===== src/rtl/uart_tx_feeder_pkg.sv =====
// rtl/uart_tx_feeder_pkg.sv - shared FSM state, register offsets and bit positions for uart_tx_feeder
package uart_tx_feeder_pkg;

    typedef enum logic [2:0] {
        ST_IDLE      = 3'd0,
        ST_RD_SETUP  = 3'd1,
        ST_RD_ACCESS = 3'd2,
        ST_WR_SETUP  = 3'd3,
        ST_WR_ACCESS = 3'd4
    } state_t;

    // Slave register word offsets (PADDR[7:2])
    localparam logic [5:0] REG_DATA = 6'h00;
    localparam logic [5:0] REG_STAT = 6'h01;
    localparam logic [5:0] REG_CTRL = 6'h02;

    // STAT bit positions
    localparam int STAT_FULL    = 0;
    localparam int STAT_EMPTY   = 1;
    localparam int STAT_OVF     = 2;
    localparam int STAT_CNT_LSB = 8;

    // CTRL bit positions
    localparam int CTRL_DRAIN = 0;
    localparam int CTRL_FLUSH = 1;
    localparam int CTRL_INTEN = 2;

endpackage


===== src/rtl/uart_tx_feeder_fifo.sv =====
// rtl/uart_tx_feeder_fifo.sv - byte FIFO with flush, simultaneous push/pop and overflow detection
module uart_tx_feeder_fifo #(
    parameter int DEPTH = 16
) (
    input  logic                     clk,
    input  logic                     rst_n,
    input  logic                     push,
    input  logic [7:0]               push_data,
    input  logic                     pop,
    input  logic                     flush,
    output logic [7:0]               head_data,
    output logic                     full,
    output logic                     empty,
    output logic [$clog2(DEPTH):0]   count,
    output logic                     overflow_evt
);

    localparam int AW = $clog2(DEPTH);
    localparam int CW = AW + 1;

    logic [7:0]    mem_q [DEPTH];
    logic [AW-1:0] wr_ptr_q, wr_ptr_d;
    logic [AW-1:0] rd_ptr_q, rd_ptr_d;
    logic [CW-1:0] count_q, count_d;
    logic          do_push;
    logic          do_pop;

    assign full      = (count_q == CW'(DEPTH));
    assign empty     = (count_q == '0);
    assign count     = count_q;
    assign head_data = mem_q[rd_ptr_q];

    // Accept/pop decisions and next pointer/count; flush wins over any push or pop in the same cycle
    always_comb begin
        do_pop       = pop & ~empty & ~flush;
        do_push      = push & (~full | do_pop) & ~flush;
        overflow_evt = push & full & ~do_pop & ~flush;
        wr_ptr_d     = wr_ptr_q;
        rd_ptr_d     = rd_ptr_q;
        count_d      = count_q;
        if (flush) begin
            wr_ptr_d = '0;
            rd_ptr_d = '0;
            count_d  = '0;
        end else begin
            wr_ptr_d = wr_ptr_q + AW'(do_push);
            rd_ptr_d = rd_ptr_q + AW'(do_pop);
            count_d  = count_q + CW'(do_push) - CW'(do_pop);
        end
    end

    // Storage write; the head is read before the edge, so a full-FIFO push with pop may reuse the slot
    always_ff @(posedge clk) begin
        if (do_push) begin
            mem_q[wr_ptr_q] <= push_data;
        end
    end

    // Pointer and occupancy registers
    always_ff @(posedge clk or negedge rst_n) begin
        if (!rst_n) begin
            wr_ptr_q <= '0;
            rd_ptr_q <= '0;
            count_q  <= '0;
        end else begin
            wr_ptr_q <= wr_ptr_d;
            rd_ptr_q <= rd_ptr_d;
            count_q  <= count_d;
        end
    end

endmodule


===== src/rtl/uart_tx_feeder.sv =====
// rtl/uart_tx_feeder.sv - APB slave byte FIFO drained into a UART over an APB master port (optional FIFOINT via UART_TX_FEEDER_INT_EN)
module uart_tx_feeder
    import uart_tx_feeder_pkg::*;
#(
    parameter int         DEPTH          = 16,
    parameter logic [5:0] UART_STAT_ADDR = 6'h01,
    parameter logic [5:0] UART_TXD_ADDR  = 6'h02
) (
    input  logic        PCLK,
    input  logic        PRESETn,
    input  logic        PSEL,
    input  logic        PENABLE,
    input  logic        PWRITE,
    input  logic [7:2]  PADDR,
    input  logic [31:0] PWDATA,
    output logic [31:0] PRDATA,
    output logic        PREADY,
    output logic        PSLVERR,
    output logic        M_PSEL,
    output logic        M_PENABLE,
    output logic        M_PWRITE,
    output logic [7:2]  M_PADDR,
    output logic [31:0] M_PWDATA,
    input  logic [31:0] M_PRDATA,
    input  logic        M_PREADY,
    output logic        FIFOINT
);

    localparam int CW = $clog2(DEPTH) + 1;

    state_t        state_q, state_d;
    logic [7:0]    tx_data_q, tx_data_d;
    logic          flushed_q, flushed_d;
    logic          drain_q, drain_d;
    logic          ovf_q, ovf_d;
    logic          int_en;

    logic          wr_setup, wr_data, wr_stat, wr_ctrl;
    logic          flush;
    logic          fifo_pop;
    logic [7:0]    fifo_head;
    logic          fifo_full, fifo_empty, fifo_ovf;
    logic [CW-1:0] fifo_count;
    logic          unused_ok;

    assign PREADY    = 1'b1;
    assign PSLVERR   = 1'b0;
    assign unused_ok = ^{PWDATA[31:8], M_PRDATA[31:1]};

    assign wr_setup = PSEL & ~PENABLE & PWRITE;
    assign wr_data  = wr_setup & (PADDR == REG_DATA);
    assign wr_stat  = wr_setup & (PADDR == REG_STAT);
    assign wr_ctrl  = wr_setup & (PADDR == REG_CTRL);
    assign flush    = wr_ctrl & PWDATA[CTRL_FLUSH];

    uart_tx_feeder_fifo #(
        .DEPTH (DEPTH)
    ) u_fifo (
        .clk          (PCLK),
        .rst_n        (PRESETn),
        .push         (wr_data),
        .push_data    (PWDATA[7:0]),
        .pop          (fifo_pop),
        .flush        (flush),
        .head_data    (fifo_head),
        .full         (fifo_full),
        .empty        (fifo_empty),
        .count        (fifo_count),
        .overflow_evt (fifo_ovf)
    );

    // Control/status register updates; a new overflow beats a same-cycle clear
    always_comb begin
        drain_d = wr_ctrl ? PWDATA[CTRL_DRAIN] : drain_q;
        ovf_d   = ovf_q;
        if (fifo_ovf) begin
            ovf_d = 1'b1;
        end else if (wr_stat && PWDATA[STAT_OVF]) begin
            ovf_d = 1'b0;
        end
    end

`ifdef UART_TX_FEEDER_INT_EN
    logic inten_q, inten_d;
    logic fifoint_q, fifoint_d;

    assign int_en  = inten_q;
    assign FIFOINT = fifoint_q;

    // Interrupt enable and drained-level interrupt next values
    always_comb begin
        inten_d   = wr_ctrl ? PWDATA[CTRL_INTEN] : inten_q;
        fifoint_d = inten_q & fifo_empty & (state_q == ST_IDLE);
    end

    // Interrupt registers
    always_ff @(posedge PCLK or negedge PRESETn) begin
        if (!PRESETn) begin
            inten_q   <= 1'b0;
            fifoint_q <= 1'b0;
        end else begin
            inten_q   <= inten_d;
            fifoint_q <= fifoint_d;
        end
    end
`else
    assign int_en  = 1'b0;
    assign FIFOINT = 1'b0;
`endif

    // Slave read mux, combinational so data is valid in the access phase
    always_comb begin
        PRDATA = '0;
        if (PSEL) begin
            case (PADDR)
                REG_STAT: begin
                    PRDATA[STAT_FULL]             = fifo_full;
                    PRDATA[STAT_EMPTY]            = fifo_empty;
                    PRDATA[STAT_OVF]              = ovf_q;
                    PRDATA[STAT_CNT_LSB +: 8]     = 8'(fifo_count);
                end
                REG_CTRL: begin
                    PRDATA[CTRL_DRAIN] = drain_q;
                    PRDATA[CTRL_INTEN] = int_en;
                end
                default: PRDATA = '0;
            endcase
        end
    end

    // Master FSM: poll UART status, write the latched head byte, pop unless a flush hit mid-transfer
    always_comb begin
        state_d   = state_q;
        tx_data_d = tx_data_q;
        flushed_d = (state_q == ST_IDLE) ? 1'b0 : (flushed_q | flush);
        fifo_pop  = 1'b0;
        M_PSEL    = 1'b0;
        M_PENABLE = 1'b0;
        M_PWRITE  = 1'b0;
        M_PADDR   = '0;
        M_PWDATA  = '0;
        case (state_q)
            ST_IDLE: begin
                if (drain_q && !fifo_empty && !flush) begin
                    state_d   = ST_RD_SETUP;
                    tx_data_d = fifo_head;
                end
            end
            ST_RD_SETUP: begin
                M_PSEL  = 1'b1;
                M_PADDR = UART_STAT_ADDR;
                state_d = ST_RD_ACCESS;
            end
            ST_RD_ACCESS: begin
                M_PSEL    = 1'b1;
                M_PENABLE = 1'b1;
                M_PADDR   = UART_STAT_ADDR;
                if (M_PREADY) begin
                    state_d = M_PRDATA[0] ? ST_IDLE : ST_WR_SETUP;
                end
            end
            ST_WR_SETUP: begin
                M_PSEL   = 1'b1;
                M_PWRITE = 1'b1;
                M_PADDR  = UART_TXD_ADDR;
                M_PWDATA = {24'b0, tx_data_q};
                state_d  = ST_WR_ACCESS;
            end
            ST_WR_ACCESS: begin
                M_PSEL    = 1'b1;
                M_PENABLE = 1'b1;
                M_PWRITE  = 1'b1;
                M_PADDR   = UART_TXD_ADDR;
                M_PWDATA  = {24'b0, tx_data_q};
                if (M_PREADY) begin
                    fifo_pop = ~flushed_q & ~flush;
                    state_d  = ST_IDLE;
                end
            end
            default: state_d = ST_IDLE;
        endcase
    end

    // FSM, latched byte and control/status registers
    always_ff @(posedge PCLK or negedge PRESETn) begin
        if (!PRESETn) begin
            state_q   <= ST_IDLE;
            tx_data_q <= '0;
            flushed_q <= 1'b0;
            drain_q   <= 1'b0;
            ovf_q     <= 1'b0;
        end else begin
            state_q   <= state_d;
            tx_data_q <= tx_data_d;
            flushed_q <= flushed_d;
            drain_q   <= drain_d;
            ovf_q     <= ovf_d;
        end
    end

endmodule


===== config.mk =====
export PLATFORM = sky130hd
export DESIGN_NAME = uart_tx_feeder
export DESIGN_NICKNAME = d
export VERILOG_FILES = /design/src/rtl/uart_tx_feeder_pkg.sv /design/src/rtl/uart_tx_feeder_fifo.sv /design/src/rtl/uart_tx_feeder.sv
export SDC_FILE = /design/constraint.sdc
export NUM_CORES = 1
export LEC_CHECK = 0
export CORE_ASPECT_RATIO = 0.9
export CORE_UTILIZATION = 51
export CTS_CLUSTER_SIZE = 10
export DETAILED_ROUTE_END_ITERATION = 16
export HOLD_SLACK_MARGIN = 0.05
export PLACE_DENSITY = 0.8
export SLEW_MARGIN = 25
export SYNTH_ARGS = -nofsm -noshare
export SYNTH_HDL_FRONTEND = slang
export SYNTH_SLANG_ARGS = --single-unit

===== constraint.sdc =====
create_clock -name PCLK -period 3.7 [get_ports PCLK]
set_clock_uncertainty 0.1 [all_clocks]
set_input_delay 1.11 -clock PCLK [delete_from_list [all_inputs] [get_ports PCLK]]
set_output_delay 1.11 -clock PCLK [all_outputs]
set_load 0.01 [all_outputs]

Word level (Yosys, flattened, before mapping):

Memory sizes are Yosys's and may differ from the RTL's. A register that Yosys moved wholly into a read port is not among the register bits.
Index checks and enable logic that the tools add are counted.

* register bits after elaboration: 19
* memory bits (writable): 128
* input bits: 76
* word-level logic and storage cells: 85
* memories: 1

Memory list
* u_fifo.mem_q: depth 16, width 8, rd ports 1, clocked after Yosys merged registers in 1, write ports 1, line uart_tx_feeder_fifo.sv:21 `logic [7:0] mem_q [DEPTH];`

* add/subtract/negate cells: 4
* equal/unequal tests: 10
* multiplexer cells: 25
* bitwise gates (word level): 22
* reduce and logical (&&, ||, !) cells: 16

Operators by type and width (count)
* $pmux W3 S5: 1
* $and A1 B1 Y1: 14
* $mux W13: 1
* $mux W1: 12
* $mux W5: 2
* $mux W3: 3
* $add A4 B1 Y4: 2
* $mux W4: 2
* $mux W8: 1
* $eq A3 B2 Y1 const B: 2
* $eq A6 B1 Y1 const B: 1
* $eq A6 B2 Y1 const B: 1
* $logic_not A6 Y1: 1
* $not A1 Y1: 6
* $reduce_or A2 Y1: 3
* $add A5 B1 Y5: 1
* $eq A5 B5 Y1 const B: 1
* $logic_not A5 Y1: 1
* $sub A5 B1 Y5: 1
* $ne A2 B2 Y1 const B: 2
* $pmux W2 S2: 1
* $reduce_or A4 Y1: 1
* $eq A3 B1 Y1 const B: 1
* $eq A3 B3 Y1 const B: 1
* other kinds (10): 15

Depth between registers and ports, before layout:

Gate-level depths: netlist of run 1.

* depth after elaboration: 17
* gate-level depth with buffers: 14
* mapped depth without buffers: 14

Hierarchy:

From an unflattened synthesis of run 1, not the netlist that was laid out.

* cell total of the unflattened synthesis: 427
* area, all modules: 6940.4 µm²

By module, submodules not included
* uart_tx_feeder_fifo: times used 1, cells each 297, area each 5734.2 µm²
* uart_tx_feeder: times used 1, cells each 130, area each 1206.2 µm²

Worst setup path before layout of run 1:

OpenSTA, ideal clock, no wires.

* path type: input-to-reg
* start: in PADDR[7] (netlist bit)
* end: reg u_fifo.count_q[4], in the netlist u_fifo.count[4]
* arrival: 3.332 ns
* required time: 3.465 ns
* slack: 0.133 ns
* cell stages on the path: 12
* path buffers: 1
* path through: nor4_4 -> and2b_1 -> nand2_1 -> clkbuf_1 -> nor3_1 -> ha_1 -> inv_1 -> fa_1 -> nor2b_1 -> o21bai_1 -> a21oi_1 -> nor3b_1

* longest elaborated chain between the ends: 15

RTL lines
* from (decl): line uart_tx_feeder.sv:14 `input logic [7:2] PADDR,`
* $eq A6 B2 Y1: line uart_tx_feeder.sv:53 `assign wr_ctrl = wr_setup & (PADDR == REG_CTRL);`
* $and A1 B1 Y1: line uart_tx_feeder.sv:53
* $and A1 B1 Y1: line uart_tx_feeder.sv:54 `assign flush = wr_ctrl & PWDATA[CTRL_FLUSH];`
* $not A1 Y1: line uart_tx_feeder_fifo.sv:35, uart_tx_feeder_fifo.sv:36, uart_tx_feeder.sv:176
* $and A1 B1 Y1: line uart_tx_feeder.sv:176 `fifo_pop = ~flushed_q & ~flush;`
* $mux W1: line uart_tx_feeder.sv:175 `if (M_PREADY) begin`
* $mux W1: line uart_tx_feeder.sv:142 `case (state_q)`
* $and A1 B1 Y1 (2 in a row): line uart_tx_feeder_fifo.sv:35 `do_pop = pop & ~empty & ~flush;`
* $or A1 B1 Y1: line uart_tx_feeder_fifo.sv:36 `do_push = push & (~full | do_pop) & ~flush;`
* $and A1 B1 Y1 (2 in a row): line uart_tx_feeder_fifo.sv:36
* $add A5 B1 Y5: line uart_tx_feeder_fifo.sv:48 `count_d = count_q + CW'(do_push) - CW'(do_pop);`
* $sub A5 B1 Y5: line uart_tx_feeder_fifo.sv:48
* $mux W5 (*): line uart_tx_feeder_fifo.sv:41 `if (flush) begin`
* named net u_fifo.count_d[4]: line uart_tx_feeder_fifo.sv:24 `logic [CW-1:0] count_q, count_d;`
* to (signal assigned): line uart_tx_feeder_fifo.sv:68 `count_q <= count_d;`
* to (decl): line uart_tx_feeder_fifo.sv:24

Mark *: on every way through the listed nets, which the timed path passes. The rest lies on a longest branch.
A chain may end at the register's enable or synchronous reset.

Final worst setup path of run 1:

* start: in PADDR[4] (netlist bit)
* end: out PRDATA[11]

* longest elaborated chain between the ends: 3

RTL lines
* $eq A6 B1 Y1: line uart_tx_feeder.sv:115 `case (PADDR)`
* $mux W5: line uart_tx_feeder.sv:115
* $mux W13: line uart_tx_feeder.sv:114 `if (PSEL) begin`
* to (decl): line uart_tx_feeder.sv:16 `output logic [31:0] PRDATA,`

Every way passes these cells.

==> summary.txt, run 1 <==
Yosys
  – Seq/Total Area, Yosys: between 60% and 70%
  – Post-synth EDFFs: roughly 130
  – Portion of netlist area occupied by mux cells: roughly 12%
  – Post-synthesis xor/xnor area fraction: less than 1%
  – Synth Cell Area: around 7000 um^2
  – Main combinational cell family by area after synthesis: multiplexers
  – #FFs+latches synth: 155
  – Dominant synthesized flop cell: edfxtp_1
  – Post-Synth Simple-Gate Area: 9.498%
  – Post-Synth Adder-Cell Area: 2.067%
  – Syn Area/Cell: 16.25 um^2
  – Yosys cell types: 49
  – Yosys Warn Count: 0
  – Asr flop ratio synth: 17.42%
  – Synth Area in Compound Gates: 3.118%
  – Gate Count Post-Synth: 432

GRT
  – Largest net degree at the start of global routing: 28
  – Global-route wire length before repair: between 20 and 25 mm
  – Total congestion overflow: 0
  – GR Util All Layers: 19.75%
  – Initial antenna violation count: 0
  – Vias in the first global route: 3785

Drt
  – Wire length on met3: 620 um
  – DR WL met2: roughly 6.6 mm
  – Vias: roughly 3.7k
  – Via density: around 5.4
  – DRC: 15
  – Total Wirelength: 12.91 mm
  – DRT iter0 DRCs: about 320
  – Top routing layer in use: met4
  – Detailed Routing Iterations Pass 1: 11
  – Wire per inst: 19.01 um
  – Met1 wire length: 5.598 mm
  – Antenna Nets Post-Route: 0

Setup path
  – Crit path DAT: 2360 ps
  – Crit-path cells: dlygate4sd2_1 > nor4_4 > and2b_1 > nand3_2 > buf_6 > nor2_1 > buf_2
  – Buf+Inv Stages, Crit Path: 3
  – Worst setup SP type: input pin
  – Crit Path Class: in2out
  – Worst-path fanout max: 6
  – CP endpoint kind: primary output
  – Slowest CP cell: nor4_4
  – Delay-heaviest family, CP: simple AND/OR/NAND/NOR gates
  – Worst EP required: 2490 ps
  – Cell count of the worst reg-to-reg path: 14
  – Critical Path Stages: 7
  – CP max stage delay: approximately 320 ps

Timing
  – RSZ-0062 raised after global routing: no
  – Actual slew at the worst max-slew pin: 907.2 ps
  – Min Clock Period, post-route: 3569 ps
  – Final setup fails: 0
  – Slew Limit Fails: 0
  – Rel. slew slack: 39.02%
  – Final hold violation count: 0
  – Achievable Freq: 0.2802 GHz
  – Final Cycle Share: 96.46%

Pwr
  – Total power: 4.651 mW
  – Int Pwr: approximately 3.5 mW
  – Clk pwr share: between 30% and 40%
  – Sequential power share: 45.5%
  – Switching share of power: 25.61%
  – Comb pwr share: about a fifth
  – Lkg Pwr: 3.006 nW
  – Psw: 1.191 mW
  – Maximum resistive drop on vdd: 0.3044 mV
  – PwrDens: around 570 nW/um^2

Finish
  – Fin util: 60.90%
  – Ant diodes: 0
  – Fraction of layout cells with a size suffix above 1: 24.46%
  – Fillers: 940
  – Area Overhead vs Synth: 16.32%
  – Multi-input combinational cell area: roughly 2200 um^2
  – Nets: 585
  – Sequential Area: 4521 um^2
  – Fin cells: 679

Placed design
  – I/O Buffers: 41
  – Hpwl dp: 8.703 mm
  – RD Place Congestion: 0.7730
  – Post-Place Cells: roughly 650

Die
  – Die height: 113.3 um
  – Core area: 13410 um^2
  – DIE WIDTH: 125.7 um
  – Starting density of the core: 52.35%
  – Site Rows: 40
  – Boundary Pins: 152
  – Die area: between 10000 and 15000 um^2

Clock network
  – CTS root buf: clkbuf_16
  – Clock Latency Late Sink: 420 ps
  – Clock Path Buffers: 2
  – CTS clk-pin slew, worst paths: roughly 60 ps
  – CTS buffer count: 17
  – CTS tree: built
  – # clock sinks: approximately 160
  – H-tree lvl count: 4

Hold path
  – Worst Hold Class: reg2reg
  – Worst Hold Depth: 1

Run status
  – Status: finished, violations left
  – Violated checks: DRC

Flow run
  – Max Cap Viol: 0
timing repair:
action                                  CTS  global route
buffers inserted                          2             0
hold buffers                              0             0
pin swaps                                 1             1
resized for setup                        33             4
endpoints found under the hold margin     0             0
endpoints found under the setup margin    8             9
layout by cell type (no fill, tap or decap), types with 3 or more instances in the layout:
master | synthesis | layout
dlygate4sd2_1 | 0 | 3
clkbuf_16 | 0 | 19
nand2_1 | 18 | 18
xor2_1 | 3 | 3
a22oi_1 | 16 | 16
xnor2_1 | 4 | 4
ha_1 | 10 | 10
clkinv_4 | 0 | 3
nor4b_1 | 7 | 7
mux2_4 | 8 | 8
nor2_1 | 17 | 16
nor4_4 | 1 | 7
buf_2 | 3 | 6
conb_1 | 2 | 55
clkdlybuf4s50_1 | 0 | 29
mux4_2 | 32 | 32
edfxtp_1 | 128 | 128
dfrtp_1 | 27 | 26
buf_4 | 56 | 25
and2_1 | 15 | 15
clkinv_2 | 0 | 4
nor2b_1 | 8 | 8
inv_1 | 11 | 11
nand4_1 | 3 | 3
nand3_1 | 7 | 6
a21oi_1 | 4 | 4
power groups by stage:
stage | combinational (mW) | sequential, mW | clock (mW)
detailed placement | 0.886 | 2.15 | 0
global route | 0.968 | 2.14 | 1.74
floorplan | 0.766 | 2.05 | 0
finish | 0.898 | 2.12 | 1.64
CTS | 0.892 | 2.12 | 1.67
global placement | 0.851 | 2.14 | 0
metrics by stage:
stage	TNS, ps	hold WS (ps)	setup WS [ps]	instance area, um^2
after floorplan	0	372.9	132.6	7221
final	0	400.1	131.0	8168
after global placement	-8367	388.5	-472.6	7541
after CTS	0	407.0	5.761	8094
after detailed placement	-13620	393.7	-505.6	7541
after global routing	0	418.5	15.54	8168
registers in the layout, indices dropped and copies added, names as in the netlist:
name	flops
ovf_q	1
drain_q	1
flushed_q	1
u_fifo.mem_q	128
tx_data_q	8
u_fifo.count	5
state_q	3
u_fifo.rd_ptr_q	4
u_fifo.wr_ptr_q	4
cell families (layout without fill, tap and decap cells):
logic type | count (synthesis) | in the layout
xor gates and xnor gates | 7 | 7
adders and majority gates | 11 | 11
DFF | 155 | 155
AOI/OAI and AO/OA | 30 | 30
and+or+nand+nor | 101 | 101
buffers and inverters | 85 | 111
muxes | 41 | 41
other | 2 | 55
cell usage after synthesis (2+ instances only):
cell	n	area (um^2)
o21ai_0	2	10.01
nor2b_1	8	50.05
buf_4	56	420.4
and2_1	15	93.84
a21o_1	2	15.01
ha_1	10	125.1
a22oi_1	16	120.1
mux4_2	32	720.7
nor2_1	17	63.81
nor4_2	8	100.1
a21oi_1	4	20.02
nor4b_1	7	61.31
nand4_1	3	18.77
clkbuf_2	2	10.01
dfrtp_1	27	675.7
clkbuf_1	10	37.54
edfxtp_1	128	3844
nor3_1	3	15.01
xnor2_1	4	35.03
conb_1	2	7.510
nand3b_1	2	15.01
inv_1	11	41.29
xor2_1	3	26.28
nand2_1	18	67.56
buf_2	3	15.01
nand2b_1	2	12.51
mux2_4	8	120.1
nand3_1	7	35.03
buf_6	2	22.52
path summary, 6_finish.rpt:
check                                start                 end  slack, ps
setup / recovery                  PADDR[4]          PRDATA[11]        130
hold / removal                tx_data_q[4]        tx_data_q[4]        400
hold reg to reg               tx_data_q[4]        tx_data_q[4]        400
setup reg to reg           u_fifo.count[3]     u_fifo.count[4]        350
max in group asynchronous          PRESETn  u_fifo.rd_ptr_q[0]       2240
min in group asynchronous          PRESETn             drain_q        970
area by class of cell:
type / instances / area share [%]
Inverter: 11 / 0.5055
Sequential cell: 155 / 55.35
Timing Repair Buffer: 68 / 7.368
Clock buffer: 23 / 6.250
Clock inverter: 9 / 0.7200
Multi-Input combinational cell: 245 / 27.24
Tap cell: 168 / 2.574
layer usage:
metal / global-route usage (%) / vias up
li1: - / 1672
met1: 25.56 / 1869
met2: 32.41 / 133
met3: 5.059 / 7
met4: 7.398 / 0
met5: 0 / -
No activity file was read; power rests on OpenSTA's default activity.
==> run 2, diff against run 1 <==
Settings changed: CAP_MARGIN set to 20, CORE_MARGIN set to 2.
==> run 2 against run 1 <==
The run now ends clean. Combinational power hardly changed. Cell area rose by 0.25%. Power up 1.5%. Core utilization rose by 0.15 points. Setup slack got worse by 5.2 ps. Worst hold slack improved by 5.7 ps. Largest cell class unchanged. Sequential cell count did not move. Maximum frequency down 0.14%.
==> summary.txt, run 2 (synthesized netlist as in run 1, its figures left out) <==
Clock network
  – Clock Path Buffers: 2 (unchanged)
  – H-tree lvl count: 4 (unchanged)
  – Clock Latency Late Sink: 430 ps (was 420 ps)
  – CTS buffer count: 17 (unchanged)
  – CTS clk-pin slew, worst paths: 60 ps (about the same)
  – CTS tree: built (unchanged)
  – # clock sinks: 155 (unchanged)
  – CTS root buf: clkbuf_16 (unchanged)
  – Cts hold-fix bufs: 0 (unchanged)

Die
  – Boundary Pins: 152 (unchanged)
  – DIE WIDTH: 127.7 um (was 125.7 um)
  – Site Rows: 40 (unchanged)
  – Die area: 14720 um^2 (was 14240 um^2)
  – Die height: 115.3 um (was 113.3 um)
  – Starting density of the core: 52.35% (unchanged)
  – Core area: 13410 um^2 (unchanged)

GRT
  – Initial antenna violation count: 0 (unchanged)
  – Total congestion overflow: 0 (unchanged)
  – Vias in the first global route: 3731 (was 3785)
  – GR Util All Layers: 19.17% (was 19.75%)
  – Global-route wire length before repair: 20.60 mm (was 20.77 mm)
  – Largest net degree at the start of global routing: 22 (was 28)

Flow run
  – Max Cap Viol: 0 (unchanged)

Drt
  – Vias: 3766 (was 3681)
  – Wire per inst: 19.53 um (was 19.01 um)
  – Total Wirelength: 13.30 mm (was 12.91 mm)
  – Antenna Nets Post-Route: 0 (unchanged)
  – Via density: 5.530 (was 5.421)
  – DRC: 0 (was 15)
  – Detailed Routing Iterations Pass 1: 4 (was 11)
  – DRT iter0 DRCs: 394 (was 315)

Timing
  – Final Cycle Share: 96.60% (was 96.46%)
  – Achievable Freq: 0.2798 GHz (was 0.2802 GHz)
  – Actual slew at the worst max-slew pin: 966.4 ps (was 907.2 ps)
  – Slew Limit Fails: 0 (unchanged)
  – Rel. slew slack: 35.04% (was 39.02%)
  – Min Clock Period, post-route: 3574 ps (was 3569 ps)
  – RSZ-0062 raised after global routing: no (unchanged)
  – Final setup fails: 0 (unchanged)
  – Final hold violation count: 0 (unchanged)

Finish
  – Fraction of layout cells with a size suffix above 1: 24.17% (was 24.46%)
  – Most common cell after layout, fill and taps aside: edfxtp_1 (unchanged)
  – Most frequent cells in the layout: edfxtp_1 (128), conb_1 (55), mux4_2 (32) (unchanged)
  – Top reg by flops: u_fifo.mem_q (unchanged)
  – Fillers: 931 (was 940)
  – Area Overhead vs Synth: 16.61% (was 16.32%)
  – Number of flip-flops under the largest register name: 128 (unchanged)
  – Design Area, Final: 8188 um^2 (was 8168 um^2)
  – Ant diodes: 0 (unchanged)
  – Nets: 588 (was 585)

Placed design
  – Hpwl dp: 9.090 mm (was 8.703 mm)
  – RD Place Congestion: 0.7967 (was 0.7730)
  – I/O Buffers: 41 (unchanged)
  – DP Area: 7556 um^2 (was 7541 um^2)

Setup path
  – Worst EP required: 2490 ps (about the same)
  – CP max stage delay: 310 ps (was 320 ps)
  – CP endpoint kind: primary output (unchanged)
  – Buf+Inv Stages, Crit Path: 3 (unchanged)
  – Worst setup SP type: input pin (unchanged)
  – Crit path DAT: 2360 ps (about the same)
  – Crit Path Class: in2out (unchanged)
  – Delay-heaviest family, CP: simple AND/OR/NAND/NOR gates (unchanged)
  – Worst-path fanout max: 6 (unchanged)
  – Crit-path cells: dlygate4sd2_1 > nor4_4 > and2b_1 > nand3_2 > buf_4 > nor2_1 > buf_2 (was dlygate4sd2_1 > nor4_4 > and2b_1 > nand3_2 > buf_6 > nor2_1 > buf_2)
  – Slowest CP cell: nor4_4 (unchanged)

Run status
  – Status: completed (was finished, violations left)

Hold path
  – Worst Hold Class: reg2reg (unchanged)

Pwr
  – Maximum resistive drop on vdd: 0.4280 mV (was 0.3044 mV)
  – Lkg Pwr: 2.986 nW (was 3.006 nW)
  – PwrDens: 576.6 nW/um^2 (was 569.4 nW/um^2)
  – Total power: 4.721 mW (was 4.651 mW)
==> run 2: cell count changes in the layout (fill, tap and decap cells not counted), sizes merged, moves of 2 or more <==
cell,before,now
clkbuf,23,18
clkinvlp,0,6
inv,13,11
bufinv,0,3
buf,33,36
clkinv,7,4
==> run 2: final timing paths <==
| path | start | end | slack (ps) | depth (start not counted) |
|---|---|---|---|---|
| worst max-delay path | PADDR[4] | PRDATA[9] | 130 | 7 |
| min in group asynchronous | PRESETn | drain_q | 1080 | 1 |
| worst max register to register | u_fifo.count[3] | u_fifo.count[4] | 470 | 14 |
| worst min-delay path | tx_data_q[1] | tx_data_q[1] | 410 | 1 |
| max in group asynchronous | PRESETn | tx_data_q[5] | 1770 | 2 |
| worst min register to register | tx_data_q[1] | tx_data_q[1] | 410 | 1 |
==> run 2: what timing repair did <==
action                     CTS  global route
buffers inserted             2             0
gates resized for setup     33             1
pin swaps                    1             1
setup endpoints to repair    8             7
==> run 2: cell type report <==
class | count | area [um^2] | area share, %
clock buffer | 18 | 429.2 | 5.241
sequential | 155 | 4521 | 55.21
clock inverter | 13 | 152.6 | 1.864
tap | 168 | 210.2 | 2.567
multi-input combinational | 245 | 2217 | 27.08
timing repair buffer | 71 | 616.8 | 7.534
inverter | 11 | 41.29 | 0.5043
==> run 2: where the power goes <==
group          switching [mW]  leakage, nW  internal [mW]
sequential              0.139         1.50           1.98
combinational           0.390         1.23          0.508
clock                   0.656        0.265           1.05
==> run 2: through the flow <==
step	hold slack [ps]	util [%]	setup TNS [ps]	setup WS, ps	std cells
after floorplan	372.9	-	0	132.6	485
after global placement	390.0	56.33	-9884	-469.3	648
after detailed placement	391.5	56.33	-15610	-499.0	648
after CTS	409.0	60.57	0	50.80	681
after global routing	416.8	61.04	0	27.62	681
final	405.8	61.04	0	125.8	681
==> run 2: routing by layer <==
metal | vias to the layer above | GRT usage, % | part of all wire, %
met5 | - | 0 | 0
met4 | 0 | 7.033 | 1.5
met3 | 21 | 4.746 | 6.1
met2 | 166 | 31.80 | 50
met1 | 1901 | 24.94 | 42
li1 | 1678 | - | -
